File: config.mk
export PLATFORM = sky130hd
export DESIGN_NAME = ot_axi_dw_upsizer
export DESIGN_NICKNAME = d
export VERILOG_FILES = /design/src/rtl/ot_axi_dw_upsizer.sv
export SDC_FILE = /design/constraint.sdc
export NUM_CORES = 1
export LEC_CHECK = 0
export BUFFER_PORTS_ARGS = -buffer_cell sky130_fd_sc_hd__buf_2
export CORE_AREA = 4 4 265 267
export DETAILED_ROUTE_END_ITERATION = 6
export DIE_AREA = 0 0 269 271
export GPL_TIMING_DRIVEN = 0
export PLACE_DENSITY = 0.3
export RECOVER_POWER = 100
export SLEW_MARGIN = 0
export SYNTH_ARGS = -nofsm -noshare
export SYNTH_HDL_FRONTEND = slang
export SYNTH_SLANG_ARGS = --single-unit
File: constraint.sdc
create_clock -name clk_i -period 3.9 [get_ports clk_i]
set_input_delay 0.195 -clock clk_i [delete_from_list [all_inputs] [get_ports clk_i]]
set_output_delay 0.195 -clock clk_i [all_outputs]
set_load 0.02 [all_outputs]
File: src/rtl/ot_axi_dw_upsizer.sv
// 32-to-64-bit single-beat AXI upsizer with outstanding-transaction caps.
// Unsupported requests (bursts, size > 4 B) are answered locally with SLVERR.
package ot_axi_dw_upsizer_pkg;

  typedef struct packed {
    logic [7:0]  id;
    logic [63:0] addr;
    logic [7:0]  len;
    logic [2:0]  size;
    logic [1:0]  burst;
    logic        lock;
    logic [3:0]  cache;
    logic [2:0]  prot;
    logic [3:0]  qos;
    logic [3:0]  region;
    logic [0:0]  user;
  } ax_chan_t;

  typedef struct packed {
    logic [31:0] data;
    logic [3:0]  strb;
    logic        last;
    logic [0:0]  user;
  } slv_w_chan_t;

  typedef struct packed {
    logic [63:0] data;
    logic [7:0]  strb;
    logic        last;
    logic [0:0]  user;
  } mst_w_chan_t;

  typedef struct packed {
    logic [7:0] id;
    logic [1:0] resp;
    logic [0:0] user;
  } b_chan_t;

  typedef struct packed {
    logic [7:0]  id;
    logic [31:0] data;
    logic [1:0]  resp;
    logic        last;
    logic [0:0]  user;
  } slv_r_chan_t;

  typedef struct packed {
    logic [7:0]  id;
    logic [63:0] data;
    logic [1:0]  resp;
    logic        last;
    logic [0:0]  user;
  } mst_r_chan_t;

  typedef struct packed {
    ax_chan_t    aw;
    logic        aw_valid;
    slv_w_chan_t w;
    logic        w_valid;
    logic        b_ready;
    ax_chan_t    ar;
    logic        ar_valid;
    logic        r_ready;
  } synth_ot_axi_out_req_t;

  typedef struct packed {
    logic        aw_ready;
    logic        ar_ready;
    logic        w_ready;
    logic        b_valid;
    b_chan_t     b;
    logic        r_valid;
    slv_r_chan_t r;
  } synth_ot_axi_out_resp_t;

  typedef struct packed {
    ax_chan_t    aw;
    logic        aw_valid;
    mst_w_chan_t w;
    logic        w_valid;
    logic        b_ready;
    ax_chan_t    ar;
    logic        ar_valid;
    logic        r_ready;
  } synth_axi_out_req_t;

  typedef struct packed {
    logic        aw_ready;
    logic        ar_ready;
    logic        w_ready;
    logic        b_valid;
    b_chan_t     b;
    logic        r_valid;
    mst_r_chan_t r;
  } synth_axi_out_resp_t;

endpackage

module ot_axi_dw_upsizer
  import ot_axi_dw_upsizer_pkg::*;
#(
  parameter int unsigned MaxTrans = 2,
  parameter type slv_req_t  = synth_ot_axi_out_req_t,
  parameter type slv_resp_t = synth_ot_axi_out_resp_t,
  parameter type mst_req_t  = synth_axi_out_req_t,
  parameter type mst_resp_t = synth_axi_out_resp_t
) (
  input  logic                           clk_i,
  input  logic                           rst_i,
  input  slv_req_t                       slv_req_i,
  output slv_resp_t                      slv_resp_o,
  output mst_req_t                       mst_req_o,
  input  mst_resp_t                      mst_resp_i,
  output logic [$clog2(MaxTrans+1)-1:0]  rd_outstanding_o,
  output logic [$clog2(MaxTrans+1)-1:0]  wr_outstanding_o
);

  localparam int unsigned CntW = $clog2(MaxTrans + 1);
  localparam int unsigned PtrW = (MaxTrans > 1) ? $clog2(MaxTrans) : 1;
  localparam logic [CntW-1:0] MaxCnt  = CntW'(MaxTrans);
  localparam logic [PtrW-1:0] LastPtr = PtrW'(MaxTrans - 1);
  localparam logic [1:0] RespSlvErr = 2'b10;

  typedef enum logic [1:0] {W_IDLE, W_DATA, W_DRAIN, W_ERRB} w_state_e;
  typedef enum logic {R_IDLE, R_ERR} r_state_e;

  w_state_e        wState_q, wState_d;
  r_state_e        rState_q, rState_d;
  logic [CntW-1:0] wrCnt_q, wrCnt_d, rdCnt_q, rdCnt_d;
  logic            wLane_q, wLane_d;
  logic [7:0]      wErrId_q, wErrId_d, rErrId_q, rErrId_d, rdId_q, rdId_d;
  logic [8:0]      rBeats_q, rBeats_d;
  logic            laneFifo_q [MaxTrans];
  logic            laneFifo_d [MaxTrans];
  logic [PtrW-1:0] wPtr_q, wPtr_d, rPtr_q, rPtr_d;
  logic            wrInc, wrDec, rdInc, rdDec;
  logic            awLegal, arLegal, wrGate, rdGate;

  assign awLegal = (slv_req_i.aw.len == 8'd0) && (slv_req_i.aw.size <= 3'd2);
  assign arLegal = (slv_req_i.ar.len == 8'd0) && (slv_req_i.ar.size <= 3'd2);
  assign wrGate  = wrCnt_q < MaxCnt;
  // Reads may only pile up behind an in-flight read of the same ID so responses stay ordered.
  assign rdGate  = (rdCnt_q < MaxCnt) && ((rdCnt_q == '0) || (slv_req_i.ar.id == rdId_q)) &&
                   (wState_q != W_ERRB);

  always_comb begin
    wState_d   = wState_q;
    rState_d   = rState_q;
    wLane_d    = wLane_q;
    wErrId_d   = wErrId_q;
    rErrId_d   = rErrId_q;
    rdId_d     = rdId_q;
    rBeats_d   = rBeats_q;
    laneFifo_d = laneFifo_q;
    wPtr_d     = wPtr_q;
    rPtr_d     = rPtr_q;
    wrCnt_d    = wrCnt_q;
    rdCnt_d    = rdCnt_q;
    wrInc      = 1'b0;
    wrDec      = 1'b0;
    rdInc      = 1'b0;
    rdDec      = 1'b0;
    mst_req_o  = '0;
    slv_resp_o = '0;
    mst_req_o.aw = slv_req_i.aw;
    mst_req_o.ar = slv_req_i.ar;

    case (wState_q)
      W_IDLE: begin
        if (slv_req_i.aw_valid) begin
          if (awLegal) begin
            mst_req_o.aw_valid  = wrGate;
            slv_resp_o.aw_ready = mst_resp_i.aw_ready & wrGate;
            if (wrGate && mst_resp_i.aw_ready) begin
              wLane_d  = slv_req_i.aw.addr[2];
              wState_d = W_DATA;
              wrInc    = 1'b1;
            end
          end else begin
            slv_resp_o.aw_ready = 1'b1;
            wErrId_d = slv_req_i.aw.id;
            wState_d = W_DRAIN;
          end
        end
      end
      W_DATA: begin
        mst_req_o.w_valid  = slv_req_i.w_valid;
        slv_resp_o.w_ready = mst_resp_i.w_ready;
        mst_req_o.w.data   = wLane_q ? {slv_req_i.w.data, 32'h0} : {32'h0, slv_req_i.w.data};
        mst_req_o.w.strb   = wLane_q ? {slv_req_i.w.strb, 4'h0} : {4'h0, slv_req_i.w.strb};
        mst_req_o.w.last   = 1'b1;
        mst_req_o.w.user   = slv_req_i.w.user;
        if (slv_req_i.w_valid && mst_resp_i.w_ready) wState_d = W_IDLE;
      end
      W_DRAIN: begin
        slv_resp_o.w_ready = 1'b1;
        if (slv_req_i.w_valid && slv_req_i.w.last) wState_d = W_ERRB;
      end
      W_ERRB: begin
        slv_resp_o.b_valid = 1'b1;
        slv_resp_o.b.id    = wErrId_q;
        slv_resp_o.b.resp  = RespSlvErr;
        if (slv_req_i.b_ready) wState_d = W_IDLE;
      end
      default: wState_d = W_IDLE;
    endcase

    if (wState_q != W_ERRB) begin
      slv_resp_o.b       = mst_resp_i.b;
      slv_resp_o.b_valid = mst_resp_i.b_valid;
      mst_req_o.b_ready  = slv_req_i.b_ready;
      wrDec = mst_resp_i.b_valid & slv_req_i.b_ready;
    end

    case (rState_q)
      R_IDLE: begin
        if (slv_req_i.ar_valid) begin
          if (arLegal) begin
            mst_req_o.ar_valid  = rdGate;
            slv_resp_o.ar_ready = mst_resp_i.ar_ready & rdGate;
            if (rdGate && mst_resp_i.ar_ready) begin
              laneFifo_d[wPtr_q] = slv_req_i.ar.addr[2];
              wPtr_d = (wPtr_q == LastPtr) ? '0 : wPtr_q + 1'b1;
              rdId_d = slv_req_i.ar.id;
              rdInc  = 1'b1;
            end
          end else if (rdCnt_q == '0) begin
            slv_resp_o.ar_ready = 1'b1;
            rErrId_d = slv_req_i.ar.id;
            rBeats_d = {1'b0, slv_req_i.ar.len} + 9'd1;
            rState_d = R_ERR;
          end
        end
        slv_resp_o.r_valid = mst_resp_i.r_valid;
        slv_resp_o.r.id    = mst_resp_i.r.id;
        slv_resp_o.r.data  = laneFifo_q[rPtr_q] ? mst_resp_i.r.data[63:32] : mst_resp_i.r.data[31:0];
        slv_resp_o.r.resp  = mst_resp_i.r.resp;
        slv_resp_o.r.last  = mst_resp_i.r.last;
        slv_resp_o.r.user  = mst_resp_i.r.user;
        mst_req_o.r_ready  = slv_req_i.r_ready;
        rdDec = mst_resp_i.r_valid & slv_req_i.r_ready;
        if (rdDec && rdCnt_q != '0) rPtr_d = (rPtr_q == LastPtr) ? '0 : rPtr_q + 1'b1;
      end
      R_ERR: begin
        slv_resp_o.r_valid = 1'b1;
        slv_resp_o.r.id    = rErrId_q;
        slv_resp_o.r.resp  = RespSlvErr;
        slv_resp_o.r.last  = (rBeats_q == 9'd1);
        if (slv_req_i.r_ready) begin
          rBeats_d = rBeats_q - 9'd1;
          if (rBeats_q == 9'd1) rState_d = R_IDLE;
        end
      end
      default: rState_d = R_IDLE;
    endcase

    // A response arriving with nothing outstanding is ignored so the count cannot wrap.
    if (wrInc && !wrDec) wrCnt_d = wrCnt_q + 1'b1;
    else if (wrDec && !wrInc && wrCnt_q != '0) wrCnt_d = wrCnt_q - 1'b1;
    if (rdInc && !rdDec) rdCnt_d = rdCnt_q + 1'b1;
    else if (rdDec && !rdInc && rdCnt_q != '0) rdCnt_d = rdCnt_q - 1'b1;

    if (rst_i) begin
      mst_req_o  = '0;
      slv_resp_o = '0;
    end
  end

  always_ff @(posedge clk_i) begin
    if (rst_i) begin
      wState_q <= W_IDLE;
      rState_q <= R_IDLE;
      wrCnt_q  <= '0;
      rdCnt_q  <= '0;
      wLane_q  <= 1'b0;
      wErrId_q <= '0;
      rErrId_q <= '0;
      rdId_q   <= '0;
      rBeats_q <= '0;
      wPtr_q   <= '0;
      rPtr_q   <= '0;
      for (int i = 0; i < MaxTrans; i++) laneFifo_q[i] <= 1'b0;
    end else begin
      wState_q   <= wState_d;
      rState_q   <= rState_d;
      wrCnt_q    <= wrCnt_d;
      rdCnt_q    <= rdCnt_d;
      wLane_q    <= wLane_d;
      wErrId_q   <= wErrId_d;
      rErrId_q   <= rErrId_d;
      rdId_q     <= rdId_d;
      rBeats_q   <= rBeats_d;
      wPtr_q     <= wPtr_d;
      rPtr_q     <= rPtr_d;
      laneFifo_q <= laneFifo_d;
    end
  end

  assign rd_outstanding_o = rdCnt_q;
  assign wr_outstanding_o = wrCnt_q;

  wrUnderflow: assert property (@(posedge clk_i) disable iff (rst_i) !(wrDec && wrCnt_q == '0));
  rdUnderflow: assert property (@(posedge clk_i) disable iff (rst_i)
                                !(rdDec && rState_q == R_IDLE && rdCnt_q == '0));

endmodule

-- Word level (Yosys, flattened, before mapping)
Index checks and enable logic that the tools add are counted.
- register bits after elaboration: 45
- bits in latches: 0
- bits in writable memories: 0
- ROM bits: 0
- bits of input ports: 341
- output and inout port bits: 347
- memories kept: 0
- add/sub/neg operators: 8
- $mul: 0
- divide/modulo/power cells: 0
- $lt $le $gt $ge: 7
- equal/unequal tests: 15
- shift operators: 0
- mux-type cells: 66
- bitwise gates (word level): 9
- reductions and logical operators: 36
- operator list (cell ; number):
    2-to-1 mux 283 bit ; 1
    2-to-1 mux 75 bit ; 1
    2-to-1 mux 32 bit ; 2
    2-to-1 mux 64 bit ; 1
    2-to-1 mux 60 bit ; 1
    2-to-1 mux 9 bit ; 4
    case mux 9 bit (2 select lines) ; 2
    2-to-1 mux 1 bit ; 34
    2-to-1 mux 2 bit ; 11
    inequality test 2 bit (second input constant) ; 9
    logical AND 1 bit ; 16
    zero test 8 bit ; 2
    AND reduction 4 bit ; 4
    2-to-1 mux 12 bit ; 1
    2-to-1 mux 11 bit ; 1
    adder 8 x 1 -> 9 bit (second input constant) ; 1
    equality test 9 x 1 -> 1 bit (second input constant) ; 1
    subtractor 9 x 1 -> 9 bit (second input constant) ; 1
    equality test 8 bit ; 1
    2-to-1 mux 8 bit ; 1
    case mux 2 bit (4 select lines) ; 1
    nonzero test 2 bit ; 4
    less-or-equal comparator 3 x 2 -> 1 bit (second input constant) ; 2
    case mux 3 bit (2 select lines) ; 1
    other kinds (21) ; 38

-- Depth between registers and ports, before layout
Gate-level depths: netlist (run 1).
- word-level depth: 14
- mapped depth: 8
- mapped depth without buffers: 7

-- Worst setup path before layout (run 1)
No wires, ideal clock.
- path type: register to output
- from: reg rdCnt_q[1], in the netlist rd_outstanding_o[1]
- to: out slv_resp_o[58] (netlist name)
- arrival: 1.760 ns
- path slack: 1.945 ns
- stages on the path, launching flop included: 7
- cell sequence: dfxtp_1 > buf_6 > or4b_4 > a31oi_4 > buf_4 > a21oi_1 > nor2_1
- RTL lines (item ; line ; text):
    start: declaration ; 129 ; logic [CntW-1:0] wrCnt_q, wrCnt_d, rdCnt_q, rdCnt_d;
    start signal: assignment ; 287 ; rdCnt_q <= rdCnt_d;
    end: declaration ; 111 ; output slv_resp_t slv_resp_o,

==> run metrics, run 1 <==
Clock Root Buffer=sky130_fd_sc_hd__clkbuf_16; top_reg_cell synth=sky130_fd_sc_hd__dfxtp_1; reg-to-reg endpoint=rdId_q[2]; total leakage power=4.00 nW; unrepaired setup endpoints after global routing=false; TritonCTS clock tree=yes; Mean Syn Cell Area=6.83 um^2; Final Hold Slack=about 0.15 ns; global-route wire length before repair=between 50000 and 60000 um; run status=complete, no violations; Finished Cell Area=9480 um^2; Power Density=roughly 240 nW/um^2; filler cell count in the final layout=8037; placeable core area=68100 um^2; synth warn=0; Hold Crit Depth=3; number of synthesized flops with an enable pin=0; Final Hold Violating Endpoints=0; clock slew seen by the registers of the worst setup and hold paths=0.07 ns; highest-count cells in the layout ignoring fill and taps=386 x sky130_fd_sc_hd__clkbuf_1, 360 x sky130_fd_sc_hd__buf_2, 216 x sky130_fd_sc_hd__nor2b_1; max-capacitance violation count=0; synthesized netlist net count=1111; most common cell after layout, fill and taps aside=sky130_fd_sc_hd__clkbuf_1; FF-to-FF setup slack=1.63 ns; DR vias=roughly 8000; clock tree sinks=45; Reg2Reg Depth=5; largest net degree at the start of global routing=14; die height=between 200 and 300 um; transition time at the pin with the least slew margin=slightly above 0.9 ns; final-report setup violation count=0; area overhead of the layout relative to synthesis=82.5%; maximum clock frequency=321 MHz; distinct cell type count after synthesis=54; level count of the clock H-tree=2; ratio of cells with drive above 1 in the final layout=26.0%; number of placement rows=96; crit path DAT=2.92 ns; post-route antenna net violation count=0; io pins=688; DR DRC count=0; largest fanout on the critical path=11; routability-driven placement congestion ratio=0.861; path category of the worst min-delay check=input pin to register; Post-CTS Setup Bufs=0; area after detailed placement=about 9700 um^2; Async S/R FF share, synth=0%; Detailed Route WL=36900 um; worst supply voltage drop on vdd=0.147 mV; Crit. Startpoint=rst_i; vias per cell=3.39; required time of the critical path=roughly 3.7 ns; final worst path period share=79.8%; post-synthesis instance area=5200 um^2; 1st-iter DRT viols=253; Worst Clk Skew=0.00775 ns; cell total after placement=~2300; antenna violations before repair=6; share of the yosys chip area belonging to registers=17.3%; later-pin clock latency in the skew report=0.31 ns; total overflow reported by the global router=0; aggregate global-route resource usage=9.29%; die footprint=about 73000 um^2; number of global-route vias before repair=8114; worst setup path endpoint=slv_resp_o[58]; quantity of I/O buffers inserted on ports=686; NumNets Final=roughly 1800; Setup crit start kind=input pin; drt wl/cell=15.7 um; detailed-routing iteration count for the pre-antenna-repair pass=5; kind of capture point of the worst setup path=output port; Hold-fix buffers, CTS=0; flop and latch count out of synthesis=between 40 and 50; number of buffers created by CTS=5; setup TNS=0 ns; number of resized instances in the post-cts repair step=0; final cell count without fillers=2342; Rel. slew slack=between 30% and 40%; number of max-slew violations in the final report=0; detailed-placement wirelength estimate=approximately 32000 um; Critical Setup Path Class=input pin to output port; reg-to-reg critical path startpoint=rdId_q[4]; launch point of the worst hold path=slv_req_i[242]; final worst path period need=3.11 ns; overall die width=269 um; Mapped Cells=761; maximum buffer depth of the clock tree=2; Initial Util=7.63%
[cells in the mapped netlist, types with 7 or more instances]
master,number,share of area [%]
sky130_fd_sc_hd__a211oi_1,7,1.0
sky130_fd_sc_hd__a21oi_1,50,4.8
sky130_fd_sc_hd__and2_1,45,5.4
sky130_fd_sc_hd__and3_1,38,4.6
sky130_fd_sc_hd__clkbuf_1,56,4.0
sky130_fd_sc_hd__dfxtp_1,45,17
sky130_fd_sc_hd__ha_1,9,2.2
sky130_fd_sc_hd__inv_1,10,0.72
sky130_fd_sc_hd__mux2_1,10,2.2
sky130_fd_sc_hd__mux2i_1,37,7.1
sky130_fd_sc_hd__nand2_1,82,5.9
sky130_fd_sc_hd__nand3_1,9,0.87
sky130_fd_sc_hd__nor2_1,56,4.0
sky130_fd_sc_hd__nor2b_1,216,26
sky130_fd_sc_hd__o21ai_1,9,0.87
sky130_fd_sc_hd__xnor2_1,15,2.5
[how the worst min path moves through the flow]
stage | endpoint | slack, ns
finish | wErrId_q[3] | 0.15
CTS | wErrId_q[3] | 0.13
floorplan | rErrId_q[0] | 0.34
global route | wErrId_q[2] | 0.15
detailed placement | wErrId_q[3] | 0.46
global placement | wErrId_q[4] | 0.46
[metal layers]
layer	vias up	share of wire [%]	wire, um	GRT usage, %
li1	3885	-	-	-
met1	3633	38	14100	10.2
met2	389	52	19100	17.8
met3	40	7.8	2870	2.33
met4	4	2.1	759	2.02
met5	-	0.073	27	0
[cell families after synthesis]
kind of cell             synth area share, %
XOR/XNOR                                2.53
buffers and inverters                   5.56
multiplexers                            9.51
AO/OA/AOI/OAI                           10.5
AND/OR/NAND/NOR                         52.4
flip-flops                              17.3
adder cells (fa/ha/maj)                 2.17
[worst max-delay path, cell delays in order]
cell and delay [ns]:
sky130_fd_sc_hd__clkbuf_1 0.65, sky130_fd_sc_hd__clkbuf_1 0.61, sky130_fd_sc_hd__clkbuf_1 0.43, sky130_fd_sc_hd__clkbuf_1 0.62, sky130_fd_sc_hd__nor2_1 0.12, sky130_fd_sc_hd__clkbuf_1 0.27
[report_power, final]
| part | total [mW] | internal, mW | switching [mW] |
|---|---|---|---|
| combinational | 1.31 | 0.467 | 0.839 |
| clock | 0.483 | 0.273 | 0.210 |
| sequential | 0.532 | 0.502 | 0.0308 |
| total | 2.32 | 1.24 | 1.08 |
[metrics by stage]
stage	power, mW	setup WS [ns]	utilization (%)
floorplan	1.33	1.95	-
global placement	1.92	0.595	14.3
detailed placement	1.92	0.578	14.3
CTS	2.42	0.571	14.5
global route	2.51	0.307	13.9
finish	2.32	0.788	13.9
[area by class of cell]
cell class,count,area [um^2],area share (%)
diodes,5,12.5,0.132
plain buffers,63,251,2.65
clock buffers,7,153,1.61
clock inverters,1,5.00,0.0528
inverters,10,37.5,0.396
multi-input cells,643,4000,42.2
flip-flops and latches,45,901,9.50
well taps,882,1100,11.6
repair buffers,686,3020,31.9
[sequential cells by signal, indices dropped and copies added (netlist names)]
register	cells
laneFifo_q	2
rBeats_q	9
rErrId_q	8
rPtr_q	1
rState_q	1
rdId_q	8
rd_outstanding_o	2
wErrId_q	8
wLane_q	1
wPtr_q	1
wState_q	2
wr_outstanding_o	2
No activity file was read; power rests on OpenSTA's default activity.
==> inputs of run 2 (changes only) <==
==> constraint.sdc (replaced) <==
create_clock -name clk_i -period 3.1 [get_ports clk_i]
set_input_delay 0.155 -clock clk_i [delete_from_list [all_inputs] [get_ports clk_i]]
set_output_delay 0.155 -clock clk_i [all_outputs]
set_load 0.02 [all_outputs]
==> run metrics, run 2 (synthesis results as in run 1) <==
detailed-routed wire length on met2=19000 um (-0.37%); worst supply voltage drop on vdd=0.185 mV (+26%); post-route antenna net violation count=0 (unchanged); area of the multi-input gates=4000 um^2 (about the same); ratio of cells with drive above 1 in the final layout=27.0% (+0.96 points); Most Frequent Cell on Critical Path=sky130_fd_sc_hd__clkbuf_1; drt wl/cell=15.7 um (about the same); detailed-routing iteration count for the pre-antenna-repair pass=5 (unchanged); Setup crit start kind=register; aggregate global-route resource usage=9.29% (unchanged); DR vias=7965 (+0.18%); register area=901 um^2 (unchanged); NumNets Final=1804 (unchanged); cell total after placement=2329 (unchanged); number of max-slew violations in the final report=0 (unchanged); launch point of the worst hold path=slv_req_i[242]; io pins=688 (unchanged); run status=complete, no violations; clock tree sinks=45 (unchanged); Largest register FFs=9 (unchanged); cell type group with the largest total delay on the critical path=buffers and inverters; area after detailed placement=9730 um^2 (unchanged); kind of capture point of the worst setup path=output port; crit path DAT=2.64 ns (-0.28 ns); number of global-route vias before repair=8114 (unchanged); maximum clock frequency=approximately 360 MHz; overall die width=269 um (unchanged); Hold-fix buffers, CTS=0 (unchanged); final worst path period share=between 90% and 100%; detailed-placement wirelength estimate=32500 um (unchanged); Rel. slew slack=37.7% (-0.094 points); transition time at the pin with the least slew margin=0.934 ns (+0.00141 ns); Power Density=308 nW/um^2 (+26%); TritonCTS clock tree=yes; unrepaired setup endpoints after global routing=false; 1st-iter DRT viols=257 (+1.6%); number of buffers created by CTS=5 (unchanged); slowest stage cell on the critical path=sky130_fd_sc_hd__mux2i_1; sum of met3 wire segment lengths after detailed routing=2880 um (+0.31%); level count of the clock H-tree=2 (unchanged); global-route wire length before repair=51100 um (unchanged); Crit. Startpoint=rPtr_q; area overhead of the layout relative to synthesis=82.8%; die footprint=72900 um^2 (unchanged); setup slack after layout=0.302 ns (-0.487 ns); quantity of I/O buffers inserted on ports=686 (unchanged); Critical Setup Path Class=register to output port; cell chain of the critical path=mux2i_1 > clkbuf_1 > nand2_1 > a21oi_1 > clkbuf_1; vias per cell=3.40 (+0.22%); largest net degree at the start of global routing=14 (unchanged); Finished Cell Area=9500 um^2 (+0.17%); Worst Clk Skew=0.00662 ns (-0.00112 ns); number of placement rows=96 (unchanged); register with the most flip-flops=rBeats_q; Clock Root Buffer=sky130_fd_sc_hd__clkbuf_16; clock slew seen by the registers of the worst setup and hold paths=0.07 ns (about the same); die height=271 um (unchanged); CP max stage delay=0.67 ns (+0.02 ns); reg-to-reg critical path startpoint=rdId_q[4]; total leakage power=4.05 nW (+1.1%); final worst path period need=around 2.8 ns; max-capacitance violation count=0 (unchanged); Top Layer Used=met5; required time of the critical path=2.94 ns (-0.76 ns); Buf/Inv on CP=2 (-3); Detailed Route WL=36800 um (-0.13%); path category of the worst min-delay check=input pin to register; filler cell count in the final layout=8037 (unchanged); maximum buffer depth of the clock tree=2 (unchanged); met1 routed wirelength after detailed routing=14100 um (about the same); final-report setup violation count=0 (unchanged); antenna violations before repair=6 (unchanged); most common cell after layout, fill and taps aside=sky130_fd_sc_hd__clkbuf_1; later-pin clock latency in the skew report=0.31 ns (about the same); Final Hold Violating Endpoints=0 (unchanged); Initial Util=7.63% (unchanged); DR DRC count=0 (unchanged); total overflow reported by the global router=0 (unchanged); final cell count without fillers=2341 (-0.043%); routability-driven placement congestion ratio=0.861 (unchanged); largest fanout on the critical path=10 (-1); worst setup slack after placement=-0.142 ns (-0.720 ns); highest-count cells in the layout ignoring fill and taps=374 x sky130_fd_sc_hd__clkbuf_1, 359 x sky130_fd_sc_hd__buf_2, 215 x sky130_fd_sc_hd__nor2b_1; placeable core area=68100 um^2 (unchanged); total power=2.92 mW (+26%)
[run 2: cell types whose count changed in the layout (fill, tap and decap cells not counted), sizes merged]
cell    before  now
buf        363  361
clkbuf     393  395
diode        5    4
[run 2: metrics by stage]
stage | TNS, ns | util [%] | hold slack, ns
2_1_floorplan | 0 | - | 0.302
3_3_place_gp | -0.686 | 14.3 | 0.422
3_5_place_dp | -0.911 | 14.3 | 0.424
4_1_cts | 0 | 14.5 | 0.0949
5_1_grt | 0 | 13.9 | 0.114
6_report | 0 | 13.9 | 0.111
[run 2: power by group]
part           internal (mW)  switching [mW]
logic                  0.592            1.06
registers              0.631          0.0391
clock network          0.343           0.263
[run 2: worst reg2reg max path: stages (launching register included)]
cell                      delay, ns
sky130_fd_sc_hd__dfxtp_1       0.32
sky130_fd_sc_hd__xnor2_1       0.17
sky130_fd_sc_hd__nand4_1       0.34
sky130_fd_sc_hd__o22ai_1       0.42
sky130_fd_sc_hd__nand2_1       0.44
sky130_fd_sc_hd__mux2_1        0.45
[run 2: timing repair]
item                                    in CTS  in global routing
setup buffers                                0                  0
endpoints found under the setup margin      11                  2
gates resized for setup                      2                  1
[run 2: final cells by class]
type / instances / area share (%)
antenna: 4 / 0.105
buffer: 63 / 2.67
clock buffer: 7 / 1.61
clock inverter: 1 / 0.0527
inverter: 10 / 0.395
multi-input combinational: 643 / 42.1
sequential: 45 / 9.48
tap: 882 / 11.6
timing repair buffer: 686 / 32.0
[run 2: routing by layer]
layer / up-vias / GRT usage [%]
met1: 3633 / 10.2
met3: 44 / 2.33
met4: 4 / 2.02
li1: 3883 / -
met5: - / 0
met2: 401 / 17.8
[run 2: worst paths after layout]
path | to | slack (ns) | depth (start not counted)
worst max-delay path | slv_resp_o[15] | 0.30 | 5
worst min-delay path | wErrId_q[3] | 0.11 | 3
worst max register to register | rdId_q[2] | 0.85 | 5
worst min register to register | rBeats_q[7] | 0.48 | 2
